<file path="src/rtl/csr_pkg.sv">
// Shared types and helpers for the CSR execution unit: operation encoding,
// FSM state constants and the read-only address check.
package csr_pkg;

    typedef enum logic [1:0] {
        CSR_OP_NONE = 2'b00,
        CSR_OP_RW   = 2'b01,
        CSR_OP_RS   = 2'b10,
        CSR_OP_RC   = 2'b11
    } csr_op_t;

    typedef logic [1:0] csr_state_t;

    localparam csr_state_t ST_IDLE  = 2'd0;
    localparam csr_state_t ST_READ  = 2'd1;
    localparam csr_state_t ST_WRITE = 2'd2;
    localparam csr_state_t ST_RESP  = 2'd3;

    // Zicsr: addr[11:10] == 2'b11 marks a read-only CSR.
    localparam logic [1:0] CSR_RO_FIELD = 2'b11;

    function automatic logic csr_is_read_only(input logic [1:0] addr_hi);
        return addr_hi == CSR_RO_FIELD;
    endfunction

endpackage

</file>
<file path="src/rtl/csr_modify.sv">
// Combinational read-modify-write datapath: new CSR value and whether the
// instruction architecturally performs a write.
module csr_modify
    import csr_pkg::*;
#(
    parameter int DATA_WIDTH = 32
) (
    input  csr_op_t               op_i,
    input  logic [DATA_WIDTH-1:0] old_i,
    input  logic [DATA_WIDTH-1:0] src_i,
    input  logic                  zimm_zero_i,
    output logic [DATA_WIDTH-1:0] new_o,
    output logic                  write_needed_o
);

    always_comb begin
        // NOTE: every output gets a default first so no path leaves it unassigned (no latch).
        new_o          = '0;
        write_needed_o = 1'b0;
        case (op_i)
            CSR_OP_RW: begin
                new_o          = src_i;
                write_needed_o = 1'b1;
            end
            // Set/clear with rs1=x0 or zimm=0 is a pure read.
            CSR_OP_RS: begin
                new_o          = old_i | src_i;
                write_needed_o = !zimm_zero_i;
            end
            CSR_OP_RC: begin
                new_o          = old_i & ~src_i;
                write_needed_o = !zimm_zero_i;
            end
            default: begin
                new_o          = '0;
                write_needed_o = 1'b0;
            end
        endcase
    end

endmodule

</file>
<file path="src/rtl/csr_exec_unit.sv">
// CSR execution unit: captures one Zicsr instruction, reads the CSR, issues at
// most one write strobe and returns the old value with its ROB ticket.
module csr_exec_unit
    import csr_pkg::*;
#(
    parameter int DATA_WIDTH = 32,
    parameter int ADDR_WIDTH = 12,
    parameter int TICKET_W   = 3
) (
    input  logic                  clk,
    input  logic                  rst_n,
    input  logic                  flush,
    input  logic                  req_valid,
    output logic                  req_ready,
    input  logic [1:0]            req_op,
    input  logic                  req_use_imm,
    input  logic [ADDR_WIDTH-1:0] req_addr,
    input  logic [DATA_WIDTH-1:0] req_rs1_data,
    input  logic [4:0]            req_zimm,
    input  logic [TICKET_W-1:0]   req_ticket,
    output logic [ADDR_WIDTH-1:0] csr_rd_addr,
    input  logic [DATA_WIDTH-1:0] csr_rd_data,
    output logic                  csr_wr_en,
    output logic [ADDR_WIDTH-1:0] csr_wr_addr,
    output logic [DATA_WIDTH-1:0] csr_wr_data,
    output logic                  resp_valid,
    input  logic                  resp_ready,
    output logic [DATA_WIDTH-1:0] resp_data,
    output logic [TICKET_W-1:0]   resp_ticket,
    output logic                  resp_illegal
);

    csr_state_t            state_q, state_d;
    csr_op_t               op_q;
    logic                  use_imm_q;
    logic [ADDR_WIDTH-1:0] addr_q;
    logic [DATA_WIDTH-1:0] rs1_q;
    logic [4:0]            zimm_q;
    logic [TICKET_W-1:0]   ticket_q;
    logic [DATA_WIDTH-1:0] old_q;

    logic                  capture;
    logic [DATA_WIDTH-1:0] src;
    logic [DATA_WIDTH-1:0] new_val;
    logic                  write_needed;
    logic                  illegal;

    assign req_ready = (state_q == ST_IDLE) && !flush;
    assign capture   = req_valid && req_ready;

    always_comb begin
        state_d = state_q;
        case (state_q)
            ST_IDLE:  if (capture) state_d = ST_READ;
            ST_READ:  state_d = ST_WRITE;
            ST_WRITE: state_d = ST_RESP;
            ST_RESP:  if (resp_ready) state_d = ST_IDLE;
            default:  state_d = ST_IDLE;
        endcase
        if (flush) state_d = ST_IDLE;
    end

    // Captured fields are reset too, so every address/data output reads zero out of reset.
    always_ff @(posedge clk or negedge rst_n) begin
        if (!rst_n) begin
            state_q   <= ST_IDLE;
            op_q      <= CSR_OP_NONE;
            use_imm_q <= 1'b0;
            addr_q    <= '0;
            rs1_q     <= '0;
            zimm_q    <= '0;
            ticket_q  <= '0;
            old_q     <= '0;
        end else begin
            // NOTE: sequential state uses non-blocking assignments so all registers update together.
            state_q <= state_d;
            if (capture) begin
                op_q      <= csr_op_t'(req_op);
                use_imm_q <= req_use_imm;
                addr_q    <= req_addr;
                rs1_q     <= req_rs1_data;
                zimm_q    <= req_zimm;
                ticket_q  <= req_ticket;
            end
            if (state_q == ST_READ) old_q <= csr_rd_data;
        end
    end

    assign src = use_imm_q ? {{(DATA_WIDTH-5){1'b0}}, zimm_q} : rs1_q;

    csr_modify #(
        .DATA_WIDTH (DATA_WIDTH)
    ) u_modify (
        .op_i           (op_q),
        .old_i          (old_q),
        .src_i          (src),
        .zimm_zero_i    (zimm_q == 5'd0),
        .new_o          (new_val),
        .write_needed_o (write_needed)
    );

    // A reserved op, or any real write attempt to a read-only CSR, traps.
    assign illegal = (op_q == CSR_OP_NONE) ||
                     (csr_is_read_only(addr_q[ADDR_WIDTH-1 -: 2]) && write_needed);

    assign csr_rd_addr  = addr_q;
    assign csr_wr_addr  = addr_q;
    assign csr_wr_data  = new_val;
    assign csr_wr_en    = (state_q == ST_WRITE) && write_needed && !illegal && !flush;

    assign resp_valid   = (state_q == ST_RESP);
    assign resp_data    = illegal ? '0 : old_q;
    assign resp_ticket  = ticket_q;
    assign resp_illegal = (state_q == ST_RESP) && illegal;

endmodule

</file>
<file path="config.mk">
export PLATFORM = sky130hd
export DESIGN_NAME = csr_exec_unit
export DESIGN_NICKNAME = d
export VERILOG_FILES = /design/src/rtl/csr_pkg.sv /design/src/rtl/csr_modify.sv /design/src/rtl/csr_exec_unit.sv
export SDC_FILE = /design/constraint.sdc
export NUM_CORES = 1
export LEC_CHECK = 0
export BUFFER_PORTS_ARGS = -buffer_cell sky130_fd_sc_hd__buf_2
export CORE_UTILIZATION = 40
export CTS_BUF_LIST = sky130_fd_sc_hd__clkbuf_8
export DETAILED_ROUTE_END_ITERATION = 12
export PLACE_DENSITY = 0.73
export SYNTH_ARGS = -nofsm -noshare
export SYNTH_HDL_FRONTEND = slang
export SYNTH_SLANG_ARGS = --single-unit
</file>
<file path="constraint.sdc">
create_clock -name clk -period 2.6 [get_ports clk]
set_clock_uncertainty 0.05 [all_clocks]
set_input_delay 0.52 -clock clk [delete_from_list [all_inputs] [get_ports clk]]
set_output_delay 0.52 -clock clk [all_outputs]
set_load 0.02 [all_outputs]
</file>
## After elaboration in Yosys (flattened, before gate mapping)

Index checks and enable logic that the tools add are counted.

- Equal/unequal tests: 9
- Multiplexer cells: 8
- Bitwise operators: 3
- Reductions and logical operators: 16

Operators by type and width:

| kind | number |
|---|---|
| 32-bit case mux with 3 select lines | 1 |
| 32-bit 2-to-1 mux | 2 |
| 32-bit bitwise AND | 1 |
| 32-bit NOT | 1 |
| 32-bit OR | 1 |
| 2-bit equality test, second input constant | 5 |
| 2-bit case mux with 4 select lines | 1 |
| 1-bit logical AND | 7 |
| 2-bit 2-to-1 mux | 3 |
| 5-bit zero test | 1 |
| 2-bit by 1-bit equality test with 1-bit output, second input constant | 2 |
| 2-bit zero test | 2 |
| 1-bit zero test | 3 |
| 3-bit by 2-bit inequality test with 1-bit output, second input constant | 1 |
| 3-bit inequality test, second input constant | 1 |
| 1-bit case mux with 2 select lines | 1 |
| 2-bit AND reduction | 1 |
| 2-bit OR reduction | 1 |
| 1-bit logical OR | 1 |

- Register bits: 89
- Output and inout bits: 95
- Logic and storage cells: 44

## Longest topological paths before layout

- Word-level depth: 8
- Mapped depth: 6

## By module

Synthesis repeated with hierarchy kept, for this count alone.

- Cell total of the unflattened synthesis: 402
- Area total of the unflattened synthesis: 5019.8 um^2

Modules (own cells, without submodules):

| module | times used | cells an instance | area each (um^2) | sequential area each (um^2) |
|---|---|---|---|---|
| csr_exec_unit | 1 | 290 | 4194.0 | 2227.1 |
| csr_modify | 1 | 112 | 825.8 | 0.0 |

## Least setup slack after synthesis

OpenSTA, ideal clock, no wires.

- Path kind: reg-to-output
- Start point: register zimm_q[2]
- End point: output port resp_data[22]
- Arrival: 1663 ps
- Required time: 2030 ps
- Path slack: 367 ps
- Cell stages (with the launch flop): 5
- Buffers on the path: 1
- Cells stage by stage: dfrtp_1 or4b_4 o311ai_4 buf_6 and3_1

- Cells in the longest elaborated chain, start to end: 6

RTL lines:

| what | line | text |
|---|---|---|
| start: declaration | csr_exec_unit.sv:38 | `logic [4:0] zimm_q;` |
| start signal: assignment | csr_exec_unit.sv:82 | `zimm_q <= req_zimm;` |
| 5-bit zero test | csr_exec_unit.sv:97 | `.zimm_zero_i (zimm_q == 5'd0),` |
| 1-bit zero test | csr_modify.sv:28, csr_modify.sv:32 |  |
| 1-bit case mux with 2 select lines | csr_modify.sv:20 | `case (op_i)` |
| 1-bit logical AND | csr_exec_unit.sv:104 | `(csr_is_read_only(addr_q[ADDR_WIDTH-1 -: 2]) && write_needed);` |
| 1-bit logical OR | csr_exec_unit.sv:103 | `assign illegal = (op_q == CSR_OP_NONE) \|\|` |
| 32-bit 2-to-1 mux | csr_exec_unit.sv:112 | `assign resp_data = illegal ? '0 : old_q;` |
| end: declaration | csr_exec_unit.sv:28 | `output logic [DATA_WIDTH-1:0] resp_data,` |

No other way between the ends.

## Final worst setup path

- Start point: register zimm_q[2]
- End point: output port resp_data[9]

The elaborated chain is that of the path after synthesis.

==> summary.txt <==
Start point of the critical path: zimm_q[2]$_DFFE_PN0P_
Cell area after placement: 5897 um^2
Die Span Y: 112.4 um
Std-Cell Rows: 39
Reg2Reg Launch Point: state_q[0]$_DFFE_PN0P_
Type of the worst setup path: reg2out
Fraction of post-synthesis cell area in the top cell type by area: 45.70%
Area overhead of the layout relative to synthesis: 26.80%
Number of clock sinks seen by CTS: 89
FF-to-FF path depth: 6
Count of flip-flops with a built-in enable after synthesis: 0
Total I/O pin count: 187
Clock tree from TritonCTS: built
Worst-margin pin slew: 0.5714 ns
Clock slew at reported path FFs: 0.09 ns
Number of nets at the end of the flow: 692
Antenna violation net count after detailed routing: 0
Library cells used by synthesis: 29
Fraction of registers with async set or reset after synthesis: 100.0%
Area used by multi-input combinational logic: 2400 um^2
Power consumption: 9.329 mW
Final wirelength: 12240 um
Ratio of routed vias to standard cells: 5.227
Mapped cell area: 4873 um^2
Kind of start point of the critical path: register
Violated checks: setup timing
Dominant synthesized flop cell: sky130_fd_sc_hd__dfrtp_1
Final-report max-slew violation count: 0
Overflow left after global routing: 0
Last weighted congestion value of the routability-driven placer: 0.7716
Worst skew pair latency: 0.36 ns
Ratio of cells with drive above 1 in the final layout: 36.83%
Ratio of total power to cell area: 1510 nW/um^2
Initial standard-cell utilization of the core: 41.79%
RSZ-0062 raised after global routing: true
Maximum clock path buffer count: 2
Drt drc: 0
Finished Core Util: 52.99%
Worst setup slack before clock tree synthesis: 0.2581 ns
Worst Path Required: 2.03 ns
Fmax achieved: 0.3687 GHz
Post-Syn Instances: 430
Clock buffers created by TritonCTS: 9
Detailed router's first-iteration violation count: 120
Library cell with the highest instance count after synthesis: sky130_fd_sc_hd__dfrtp_1
Outcome: complete, but fails checks
Max-slew headroom at the worst pin: 61.91%
Detail Placement HPWL: 8850 um
Antenna violations before repair: 0
Number of hold violations in the final report: 0
Wire length of the first global-routing pass: 20200 um
Hold/Removal Path Class: in2async
Vias after detailed routing: 3884
Register area: 2232 um^2
CP arrival: 2.14 ns
Core area: 11660 um^2
Seq/Total Area, Yosys: 45.70%
Post-route standard cell area excluding fillers: 6180 um^2
Count of antenna diodes in the layout: 0
Overall routing resource usage: 20.64%
Endpoint of the worst-slack reg-to-reg timing path: rs1_q[5]$_DFFE_PN0P_
Last element of the critical path: resp_data[9]
Shortest period the worst path allows: 2.712 ns
P_leak: 3.019 nW
Vias in the first global route: 4053
Largest net degree at the start of global routing: 49
Number of H-tree branching levels: 3
Commonest cells in the netlist: sky130_fd_sc_hd__dfrtp_1 (89), sky130_fd_sc_hd__mux2_1 (85), sky130_fd_sc_hd__a21oi_1 (33)
CP Capture Type: output pin
Worst-path maximum fanout: 33
Die footprint: 12630 um^2
Routed length per placed instance: 16.47 um
Average footprint of a synthesized cell: 11.33 um^2
Total of endpoints with negative setup slack in the final report: 33
Post-Syn Nets: 527
Number of buffers inserted by port buffering: 186
Yosys warns: 0
Cells taking the most area after synthesis: sky130_fd_sc_hd__dfrtp_1 (46%), sky130_fd_sc_hd__mux2_1 (20%), sky130_fd_sc_hd__mux2i_1 (6.6%)
Number of detailed-route iterations in the first pass: 6
Final WS setup: -0.1122 ns
Die width: 112.4 um
Area leader, netlist: sky130_fd_sc_hd__dfrtp_1
Register bit count reported by yosys: 89
Filler cell count: 1024
Root Driver: sky130_fd_sc_hd__clkbuf_8
Maximum vdd ir drop: 0.0007913 V
Summed negative setup slack over all endpoints: -3.151 ns
Reported max-cap violation count: 0
Final worst-path cycle share: 104.3%
R2R Setup Slk: 0.71 ns
[cell usage in the layout (no fill, tap or decap), drive strengths merged]
cell      n
nand2    28
o21a      1
nand2b   29
a211oi    1
inv       5
a21boi    1
or4b      1
or3b      1
nor3      2
nor4      1
nand3b    1
and3     32
mux2     87
a21oi    33
or2       1
dfrtp    89
buf     199
o311ai    1
a31o      5
mux2i    32
ha        5
clkbuf   10
o21ai     1
bufinv    1
nor2b     4
clkinv    2
nor3b    27
[metrics by stage]
stage | instances | hold slack [ns]
2_1_floorplan | 430 | 0.1744
3_3_place_gp | 727 | 0.4191
3_5_place_dp | 727 | 0.4276
4_1_cts | 743 | 0.09829
5_1_grt | 743 | 0.1253
6_report | 743 | 0.09334
[cell type report]
| class | instances | share of cell area [%] |
|---|---|---|
| Timing Repair Buffer | 199 | 18.97 |
| Clock buffer | 10 | 2.227 |
| Tap cell | 143 | 2.895 |
| Sequential cell | 89 | 36.12 |
| Inverter | 2 | 0.1215 |
| Multi-Input combinational cell | 294 | 38.83 |
| Clock inverter | 6 | 0.8301 |
[timing repair]
item                       CTS  global route
hold buffers                 0             0
pin swaps                    0             0
setup buffers                0             0
setup endpoints to repair   34            35
resized for setup           33             3
[logic make-up (layout without fill, tap and decap cells)]
| group | after synthesis | in the layout | share of synthesized area [%] |
|---|---|---|---|
| fa+ha+maj | 5 | 5 | 1.284 |
| compound gates | 43 | 43 | 5.392 |
| flops | 89 | 89 | 45.70 |
| simple gates | 127 | 127 | 15.74 |
| buf+inv | 47 | 217 | 5.212 |
| mux | 119 | 119 | 26.68 |
[worst max-delay path, cell delays in order, from the launching register on]
cell and delay, ns:
sky130_fd_sc_hd__dfrtp_1 0.41, sky130_fd_sc_hd__or4b_4 0.56, sky130_fd_sc_hd__o311ai_4 0.26, sky130_fd_sc_hd__buf_12 0.22, sky130_fd_sc_hd__and3_1 0.18, sky130_fd_sc_hd__buf_4 0.14
[report_power, final]
part,internal [mW],switching (mW),total [mW]
clock network,0.458,0.479,0.937
logic,2.47,3.14,5.61
registers,2.11,0.668,2.78
[state kept, by name, indices dropped and copies added, names as in the netlist]
name and cells:
zimm_q 5, resp_ticket 3, csr_rd_addr 12, state_q 2, rs1_q 32, old_q 32
use_imm_q 1, op_q 2
[metal layers]
metal / global-route usage [%] / share of wire [%] / vias to the layer above
met5: 0 / 0 / -
met4: 8.889 / 2.0 / 0
met3: 4.320 / 5.5 / 16
met2: 35.53 / 49 / 137
met1: 25.07 / 43 / 1900
li1: - / - / 1831
[how the worst min path moves through the flow]
| stage | from | end | slack (ns) | cells past startpoint |
|---|---|---|---|---|
| finish | rst_n | rs1_q[20]$_DFFE_PN0P_ | 0.09 | 1 |
| global route | rst_n | rs1_q[20]$_DFFE_PN0P_ | 0.13 | 1 |
| CTS | rst_n | rs1_q[20]$_DFFE_PN0P_ | 0.1 | 1 |
| detailed placement | resp_ticket[1]$_DFFE_PN0P_ | resp_ticket[1]$_DFFE_PN0P_ | 0.43 | 1 |
| global placement | resp_ticket[2]$_DFFE_PN0P_ | resp_ticket[2]$_DFFE_PN0P_ | 0.42 | 1 |
| floorplan | rst_n | csr_rd_addr[0]$_DFFE_PN0P_ | 0.17 | 0 |
Note: power is estimated with default switching activity, not from simulation.
